### src/rtl/imm_extend_pipe_pkg.sv
// Shared constants for the immediate-extension stage: mode codes and the
// FSM state encoding (state value = number of held entries).
package imm_extend_pipe_pkg;

  localparam logic [1:0] IMM_SIGN  = 2'b00;
  localparam logic [1:0] IMM_ZERO  = 2'b01;
  localparam logic [1:0] IMM_UPPER = 2'b10;
  localparam logic [1:0] IMM_SHIFT = 2'b11;

  typedef enum logic [1:0] {
    ST_EMPTY = 2'b00,
    ST_BUSY  = 2'b01,
    ST_FULL  = 2'b10
  } state_e;

endpackage

### src/rtl/imm_ext_core.sv
// Combinational immediate extender: SIGN / ZERO / UPPER / SHIFT mode mux.
// Optional macro IMM_EXT_OVF_EN adds the shift-overflow output ovf_o.
// Width casts are used instead of replications so IN_W == OUT_W still
// elaborates (no zero-width replication).
module imm_ext_core
  import imm_extend_pipe_pkg::*;
#(
  parameter int IN_W      = 16,
  parameter int OUT_W     = 32,
  parameter int SHIFT_AMT = 2
) (
  input  logic [1:0]       mode_i,
  input  logic [IN_W-1:0]  data_i,
  output logic [OUT_W-1:0] data_o
`ifdef IMM_EXT_OVF_EN
  ,
  output logic             ovf_o
`endif
);

  localparam int PAD_W = OUT_W - IN_W;

  logic signed [IN_W-1:0] din_s;
  logic [OUT_W-1:0]       sext;
  logic [OUT_W-1:0]       zext;
  logic [OUT_W-1:0]       upper;
  logic [OUT_W-1:0]       shifted;

  // Build every candidate result, then select by mode.
  always_comb begin
    din_s   = data_i;
    sext    = OUT_W'(din_s);
    zext    = OUT_W'(data_i);
    upper   = zext << PAD_W;
    shifted = sext << SHIFT_AMT;
    case (mode_i)
      IMM_SIGN:  data_o = sext;
      IMM_ZERO:  data_o = zext;
      IMM_UPPER: data_o = upper;
      default:   data_o = shifted;
    endcase
  end

`ifdef IMM_EXT_OVF_EN
  localparam int WIDE_W = OUT_W + SHIFT_AMT;

  logic signed [WIDE_W-1:0] wide;
  logic signed [WIDE_W-1:0] res_ext;

  // Overflow: the untruncated shift differs from the truncated result
  // re-sign-extended, i.e. some dropped bit differs from the result MSB.
  always_comb begin
    wide    = WIDE_W'(din_s) << SHIFT_AMT;
    res_ext = WIDE_W'(signed'(shifted));
    ovf_o   = (mode_i == IMM_SHIFT) && (wide != res_ext);
  end
`endif

endmodule

### src/rtl/imm_extend_pipe.sv
// Pipelined immediate-extension stage: valid/ready handshake, output
// register plus one skid entry so back-pressure never drops an immediate.
// Optional macro IMM_EXT_OVF_EN stores a per-entry shift-overflow flag.
module imm_extend_pipe
  import imm_extend_pipe_pkg::*;
#(
  parameter int IN_W      = 16,
  parameter int OUT_W     = 32,
  parameter int SHIFT_AMT = 2
) (
  input  logic             clk_i,
  input  logic             rst_i,
  input  logic             valid_i,
  output logic             ready_o,
  input  logic [1:0]       mode_i,
  input  logic [IN_W-1:0]  data_i,
  output logic             valid_o,
  input  logic             ready_i,
  output logic [OUT_W-1:0] data_o,
  output logic             ovf_o
);

  state_e           state_q, state_d;
  logic             valid_q, valid_d;
  logic             ready_q, ready_d;
  logic [OUT_W-1:0] data_q, data_d;
  logic [OUT_W-1:0] skid_q, skid_d;
  logic [OUT_W-1:0] core_data;
  logic             in_xfer;
  logic             out_xfer;

`ifdef IMM_EXT_OVF_EN
  logic ovf_q, ovf_d;
  logic skid_ovf_q, skid_ovf_d;
  logic core_ovf;
`endif

  imm_ext_core #(
    .IN_W     (IN_W),
    .OUT_W    (OUT_W),
    .SHIFT_AMT(SHIFT_AMT)
  ) u_core (
    .mode_i(mode_i),
    .data_i(data_i),
    .data_o(core_data)
`ifdef IMM_EXT_OVF_EN
    ,
    .ovf_o (core_ovf)
`endif
  );

  assign in_xfer  = valid_i & ready_q;
  assign out_xfer = valid_q & ready_i;

  // Next-state, output-register and skid-register update.
  always_comb begin
    state_d = state_q;
    data_d  = data_q;
    skid_d  = skid_q;
`ifdef IMM_EXT_OVF_EN
    ovf_d      = ovf_q;
    skid_ovf_d = skid_ovf_q;
`endif
    case (state_q)
      ST_EMPTY: begin
        if (in_xfer) begin
          data_d  = core_data;
`ifdef IMM_EXT_OVF_EN
          ovf_d   = core_ovf;
`endif
          state_d = ST_BUSY;
        end
      end
      ST_BUSY: begin
        if (in_xfer && out_xfer) begin
          data_d = core_data;
`ifdef IMM_EXT_OVF_EN
          ovf_d  = core_ovf;
`endif
        end else if (in_xfer) begin
          skid_d     = core_data;
`ifdef IMM_EXT_OVF_EN
          skid_ovf_d = core_ovf;
`endif
          state_d    = ST_FULL;
        end else if (out_xfer) begin
          state_d = ST_EMPTY;
        end
      end
      ST_FULL: begin
        if (out_xfer) begin
          data_d  = skid_q;
`ifdef IMM_EXT_OVF_EN
          ovf_d   = skid_ovf_q;
`endif
          state_d = ST_BUSY;
        end
      end
      default: state_d = ST_EMPTY;
    endcase
    valid_d = (state_d != ST_EMPTY);
    ready_d = (state_d != ST_FULL);
  end

  // State and data registers; reset discards both held entries.
  always_ff @(posedge clk_i) begin
    if (rst_i) begin
      state_q <= ST_EMPTY;
      valid_q <= 1'b0;
      ready_q <= 1'b1;
      data_q  <= '0;
      skid_q  <= '0;
`ifdef IMM_EXT_OVF_EN
      ovf_q      <= 1'b0;
      skid_ovf_q <= 1'b0;
`endif
    end else begin
      state_q <= state_d;
      valid_q <= valid_d;
      ready_q <= ready_d;
      data_q  <= data_d;
      skid_q  <= skid_d;
`ifdef IMM_EXT_OVF_EN
      ovf_q      <= ovf_d;
      skid_ovf_q <= skid_ovf_d;
`endif
    end
  end

  assign valid_o = valid_q;
  assign ready_o = ready_q;
  assign data_o  = data_q;
`ifdef IMM_EXT_OVF_EN
  assign ovf_o = ovf_q;
`else
  assign ovf_o = 1'b0;
`endif

endmodule
### config.mk
export PLATFORM = sky130hd
export DESIGN_NAME = imm_extend_pipe
export DESIGN_NICKNAME = d
export VERILOG_FILES = /design/src/rtl/imm_extend_pipe_pkg.sv /design/src/rtl/imm_ext_core.sv /design/src/rtl/imm_extend_pipe.sv
export SDC_FILE = /design/constraint.sdc
export NUM_CORES = 1
export LEC_CHECK = 0
export ABC_CLOCK_PERIOD_IN_PS = 1300
export BUFFER_PORTS_ARGS = -buffer_cell sky130_fd_sc_hd__buf_4
export CAP_MARGIN = 20
export CORE_MARGIN = 1
export CORE_UTILIZATION = 29
export DETAILED_ROUTE_END_ITERATION = 10
export SKIP_CTS_REPAIR_TIMING = 1
export SLEW_MARGIN = 10
export SYNTH_ARGS = -nofsm -noshare
export SYNTH_HDL_FRONTEND = slang
export SYNTH_HIERARCHICAL = 1
export SYNTH_SLANG_ARGS = --single-unit
### constraint.sdc
create_clock -name clk_i -period 1.3 [get_ports clk_i]
set_input_delay 0.13 -clock clk_i [delete_from_list [all_inputs] [get_ports clk_i]]
set_output_delay 0.13 -clock clk_i [all_outputs]
set_load 0.02 [all_outputs]
==> summary.txt, run 1 <==
Synth
  • Seq cells post-synth: 68
  • Post-Synthesis Cells: 377
  • Synth Cell Area: 3950 um2
  • Number of synthesized flops with an enable pin: 0
  • Syn Area/Cell: 10.5 um2
  • Synth top area share: 0.344
  • Yosys warnings: 6
  • Most common cell in the netlist: dfxtp_1
  • Ranking of synthesized cells by area: dfxtp_1 34%, a211oi_2 19%, mux2i_1 12%, o21ai_0 4.2%, a21oi_1 4.1%
  • Yosys top cell by area: dfxtp_1
  • Synthesized Nets: 399
  • Seq/Total Area, Yosys: 0.344
  • Async set-reset flop share out of synthesis: 0
  • Netlist cell types: 38
  • Most frequent cells after synthesis: 68 x dfxtp_1, 60 x a211oi_2, 47 x mux2i_1, 33 x o21ai_0
  • Main flop type after synthesis: dfxtp_1

Clocking
  • CTS tree: done
  • Clock-pin slew on the worst setup and hold paths: 0.06 ns
  • Clk root buf: clkbuf_16
  • CTS Buf Count: 9
  • Clock tree buffer depth: 2
  • H-tree Lvls: 3
  • Worst-Skew Late Latency: 0.33 ns
  • # clock sinks: 68

Drt
  • DR vias: 3244
  • DRC: 0
  • M1 wire length: 5350 um
  • WL met3: 422 um
  • DR WL met2: 5480 um
  • Highest metal used: met4
  • Post-DR wirelength/cell: 18.5 um
  • Iter 0 DRT Violations: 173
  • Final ANT Viol Nets: 0
  • Routed WL: 11400 um
  • Via-per-instance ratio: 5.26
  • DRT Pass-1 Iters: 5

Placement
  • Buffers on Ports: 55
  • HPWL after detailed placement: 7110 um
  • Final Wtd Congestion: 0.769
  • Cells after DPL: 583
  • Setup slack at placement: -0.0666 ns

Cells and area
  • # diodes: 0
  • Util after Layout: 0.392
  • Filler cells: 1258
  • Register Area: 1370 um2
  • Nets: 458
  • Area grow syn2layout: 31.8%
  • Share of cells above drive strength 1: 0.454
  • Non-Filler Instances: 617
  • Multi-input gate area: 2270 um2

STA
  • Pins over their slew limit: 0
  • Clk_skew: 0.00564 ns
  • Fin crit share: 1.04
  • RSZ-0062 raised after global routing: true
  • Setup TNS: -1.83 ns
  • Crit path time final: 1.36 ns
  • Max Freq: 0.737 GHz
  • Final hold vios: 0
  • Final setup fails: 53
  • Final worst setup slack: -0.0567 ns

Power
  • Sw Pwr: 2250 uW
  • Final Power: 6910 uW
  • Internal: 4670 uW
  • Comb pwr share: 0.319
  • Max VDD drop: 0.000660 V
  • Part of the power in registers: 0.349
  • Leak Pwr: 0.00207 uW
  • Switch share: 0.325
  • Clock power share: 0.332
  • PwrDens: 1330 nW/um2

Floorplanning
  • Num ports: 57
  • Die Y: 119 um
  • Starting Density: 0.297
  • CORE AREA: 13300 um2
  • # rows: 42
  • Die ar.: 14100 um2
  • Die width: 119 um

Global route
  • Initial antenna violation count: 0
  • GR Overflow Total: 0
  • Largest net degree at the start of global routing: 35
  • Vias in the first global route: 3097
  • GRT Util Overall: 0.149
  • First-pass GRT wire length: 16800 um

Critical path
  • Delay-heaviest family, CP: flip-flops
  • Critical Path AT: 1.57 ns
  • CP Data Required Time: 1.52 ns
  • Crit start category: flip-flop
  • CP Capture Type: flip-flop
  • CP Class: flip-flop to flip-flop
  • Crit-path max cell delay: 0.35 ns
  • CP max FO: 8
  • WP buf/inv: 2
  • Critical path's slowest cell: dfxtp_4
  • Crit-path cells: nand3b_1, o22ai_4, buf_12, clkbuf_16, a211oi_2

Hold path
  • Hold WC Path Type: primary input to flip-flop

Run status
  • Status: finished, violations left
  • Violated checks: negative setup slack

Run
  • Maxcap violations: 0
## cell type report
type,instances,area share
Tap cell,176,0.0423
Clock buffer,10,0.0459
Inverter,1,0.000720
Multi-Input combinational cell,260,0.435
Clock inverter,6,0.00768
Timing Repair Buffer,96,0.205
Sequential cell,68,0.264
## power by group through the flow
stage / registers, uW / logic (uW) / clock network, uW
finish: 2410 / 2210 / 2290
global route: 2440 / 2340 / 2410
CTS: 2410 / 1870 / 2320
detailed placement: 2450 / 1880 / 0
global placement: 2450 / 1840 / 0
floorplan: 2600 / 1140 / 0
## final timing paths
check / startpoint / endpoint / slack (ns) / cells past startpoint
max: state_q[1]$_SDFF_PP0_ / data_o[28]$_SDFFE_PP0P_ / -0.06 / 5
min: ready_i / state_q[1]$_SDFF_PP0_ / 0.06 / 2
max reg2reg: state_q[1]$_SDFF_PP0_ / data_o[28]$_SDFFE_PP0P_ / -0.06 / 5
min reg2reg: skid_q[4]$_SDFFE_PP0P_ / skid_q[4]$_SDFFE_PP0P_ / 0.47 / 2
## metrics by stage
step	hold slack, ns	cell area [um2]
floorplan	0.206	3960
global placement	0.391	4530
detailed placement	0.407	4530
CTS	0.0556	4810
global route	0.0685	5210
finish	0.0643	5210
## metal layers
metal,track usage,vias to the layer above
met3,0.0265,13
li1,-,1562
met5,0,-
met2,0.246,76
met1,0.195,1593
met4,0.0506,0
## kinds of logic after synthesis
family	synth area share
and+or+nand+nor	0.0677
muxes	0.119
AOI/OAI and AO/OA	0.362
DFF	0.344
other	0.000948
buffers and inverters	0.106
## flip-flops by register name (all words and copies together), names as in the netlist
register  count
data_o       32
skid_q       32
state_q       2
ready_o       1
valid_o       1
## placed cells by master, fill, tap and decap left out, types with 14 or more instances in the layout
cell type   n
buf_12     17
nand3_1    30
o21ai_0    17
buf_4      66
a21oi_1    29
mux2i_1    43
o21bai_1   15
dfxtp_1    64
a22o_1     14
clkbuf_16  15
a211oi_2   61
Note: power is estimated with default switching activity, not from simulation.
==> run 2: changes to the inputs <==
--- a/config.mk
+++ b/config.mk
@@ -5,6 +5,7 @@
 export SDC_FILE = /design/constraint.sdc
 export NUM_CORES = 1
 export LEC_CHECK = 0
+export ABC_AREA = 1
 export ABC_CLOCK_PERIOD_IN_PS = 1300
 export BUFFER_PORTS_ARGS = -buffer_cell sky130_fd_sc_hd__buf_4
 export CAP_MARGIN = 20
==> run 2 against run 1 <==
Compared with the run above: the run now ends clean; maximum frequency increased by 6.2%; clock skew about the same; non-clock buffer count decreased by 10; wire length decreased by 23%; core utilization decreased by 0.24 points; final cell count increased by 34%; clock power increased by 16%; die area decreased by 7.7%; critical endpoint is now skid_q[9]$_SDFFE_PP0P_.
==> summary.txt, run 2 <==
Placement
  • Cells after DPL: 806
  • HPWL after detailed placement: 6070 um
  • Setup slack at placement: 0.0358 ns
  • Buffers on Ports: 55
  • Final Wtd Congestion: 0.854

Clocking
  • # clock sinks: 68
  • CTS tree: done
  • Clock tree buffer depth: 2
  • Clock-pin slew on the worst setup and hold paths: 0.06 ns
  • Worst-Skew Late Latency: 0.34 ns
  • Clk root buf: clkbuf_16
  • H-tree Lvls: 3
  • CTS Buf Count: 9

Cells and area
  • Most frequent cells in the layout: 188 x nand2_1, 131 x nor2_1, 74 x inv_1
  • Share of cells above drive strength 1: 0.180
  • # diodes: 0
  • Non-Filler Instances: 828
  • Nets: 677
  • Most common cell after layout, fill and taps aside: nand2_1
  • Area grow syn2layout: 29.5%

Critical path
  • CP Data Required Time: 1.54 ns
  • CP endpoint: skid_q[9]$_SDFFE_PP0P_
  • R2r endpoint: skid_q[9]$_SDFFE_PP0P_
  • R2R cell count: 8
  • Critical path origin: valid_o$_SDFF_PP0_
  • CP Capture Type: flip-flop
  • CP max FO: 11
  • WP buf/inv: 2
  • Crit start category: flip-flop
  • Critical Path AT: 1.52 ns
  • Critical path's slowest cell: dfxtp_2
  • Crit-path cells: nand2_4, nand3_2, nor2_4, buf_12, clkbuf_16, nand2_1, nand2_1, nor2_1
  • Logic depth of the worst path, buffers included: 8
  • FF-to-FF setup slack: 0.02 ns
  • Delay-heaviest family, CP: simple AND/OR/NAND/NOR gates
  • Crit-path max cell delay: 0.33 ns
  • RR Startpoint: valid_o$_SDFF_PP0_
  • Most used cell, CP: nand2_1
  • CP Class: flip-flop to flip-flop

Global route
  • Initial antenna violation count: 0
  • Vias in the first global route: 2924
  • GRT Util Overall: 0.138
  • Largest net degree at the start of global routing: 44
  • First-pass GRT wire length: 14100 um
  • GR Overflow Total: 0

Synth
  • Number of synthesized flops with an enable pin: 0
  • Most common cell in the netlist: nand2_1
  • Async set-reset flop share out of synthesis: 0
  • Yosys warnings: 6
  • Netlist cell types: 21
  • Synthesized Nets: 616
  • Main flop type after synthesis: dfxtp_1
  • Ranking of synthesized cells by area: dfxtp_1 37%, nand2_1 19%, nor2_1 13%, inv_1 7.7%, nand3_1 5.6%
  • Synth top area share: 0.374
  • Seq/Total Area, Yosys: 0.374
  • Most frequent cells after synthesis: 189 x nand2_1, 131 x nor2_1, 75 x inv_1, 68 x dfxtp_1, 41 x nand3_1
  • Synth Cell Area: 3640 um2
  • Seq cells post-synth: 68
  • Yosys top cell by area: dfxtp_1
  • Syn Area/Cell: 6.13 um2
  • Post-Synthesis Cells: 594

STA
  • Max Freq: 0.783 GHz
  • Final hold vios: 0
  • Final worst setup slack: 0.0224 ns
  • Final setup fails: 0
  • Setup TNS: 0 ns
  • Clk_skew: 0.00559 ns
  • WHS: 0.181 ns
  • Pins over their slew limit: 0
  • Fin crit share: 0.983
  • Crit path time final: 1.28 ns

Drt
  • Highest metal used: met4
  • WL met3: 394 um
  • DR WL met2: 3800 um
  • DRT Pass-1 Iters: 4
  • Routed WL: 8840 um
  • Post-DR wirelength/cell: 10.7 um
  • Via-per-instance ratio: 4.09
  • M1 wire length: 4520 um
  • DRC: 0
  • Final ANT Viol Nets: 0
  • DR vias: 3390
  • Iter 0 DRT Violations: 213

Hold path
  • Hold WC Path Type: primary input to flip-flop

Floorplanning
  • CORE AREA: 12100 um2
  • # rows: 40
  • Num ports: 57
  • Die ar.: 13000 um2
  • Die Y: 114 um
  • Die width: 114 um
  • Starting Density: 0.301

Power
  • Leak Pwr: 0.00234 uW
  • Max VDD drop: 0.000762 V
  • PwrDens: 1480 nW/um2

Run status
  • Status: finished, final reports clean

Run
  • Maxcap violations: 0
## run 2: worst reg2reg max path, cell delays in order (launching register included)
cell and delay (ns):
dfxtp_2 0.33, nand2_4 0.07, nand3_2 0.09, nor2_4 0.19, buf_12 0.16, clkbuf_16 0.16, nand2_1 0.06, nand2_1 0.07
nor2_1 0.04
## run 2: per-layer routing
metal	global-route usage	vias up
met3	0.0386	11
met1	0.196	1435
met5	0	-
met2	0.198	58
met4	0.0519	0
li1	-	1886
## run 2: kinds of logic after synthesis
family          Yosys count  share of synthesized area
flops                    68                      0.374
buf+inv                 114                      0.162
other cells               1                    0.00103
compound gates           43                     0.0611
simple gates            368                      0.402
## run 2: worst min path at each step
| stage | cells past startpoint | slack [ns] | end | from |
|---|---|---|---|---|
| after floorplan | 4 | 0.35 | ready_o$_SDFF_PP1_ | rst_i |
| after detailed placement | 2 | 0.47 | skid_q[9]$_SDFFE_PP0P_ | skid_q[9]$_SDFFE_PP0P_ |
| final | 3 | 0.18 | ready_o$_SDFF_PP1_ | ready_i |
| after global routing | 3 | 0.20 | ready_o$_SDFF_PP1_ | ready_i |
| after CTS | 3 | 0.15 | ready_o$_SDFF_PP1_ | ready_i |
| after global placement | 2 | 0.46 | skid_q[18]$_SDFFE_PP0P_ | skid_q[18]$_SDFFE_PP0P_ |
## run 2: cell type report
| cell class | count | area [um2] |
|---|---|---|
| Clock buffer | 10 | 239 |
| Inverter | 78 | 295 |
| Sequential cell | 68 | 1370 |
| Tap cell | 168 | 210 |
| Clock inverter | 6 | 86.3 |
| Timing Repair Buffer | 86 | 806 |
| Fill cell | 1354 | 7390 |
| Multi-Input combinational cell | 412 | 1720 |
## run 2: power by group
part | switching (uW) | internal, uW
Combinational | 1070 | 778
Clock | 934 | 1730
Sequential | 141 | 2360
Total | 2140 | 4860
## run 2: metrics by stage
| step | util | cell area [um2] | total power (uW) |
|---|---|---|---|
| finish | 0.390 | 4720 | 7010 |
| global route | 0.390 | 4720 | 7460 |
| CTS | 0.377 | 4560 | 6980 |
| detailed placement | 0.350 | 4240 | 4290 |
| global placement | 0.350 | 4240 | 4290 |
| floorplan | - | 3640 | 3750 |
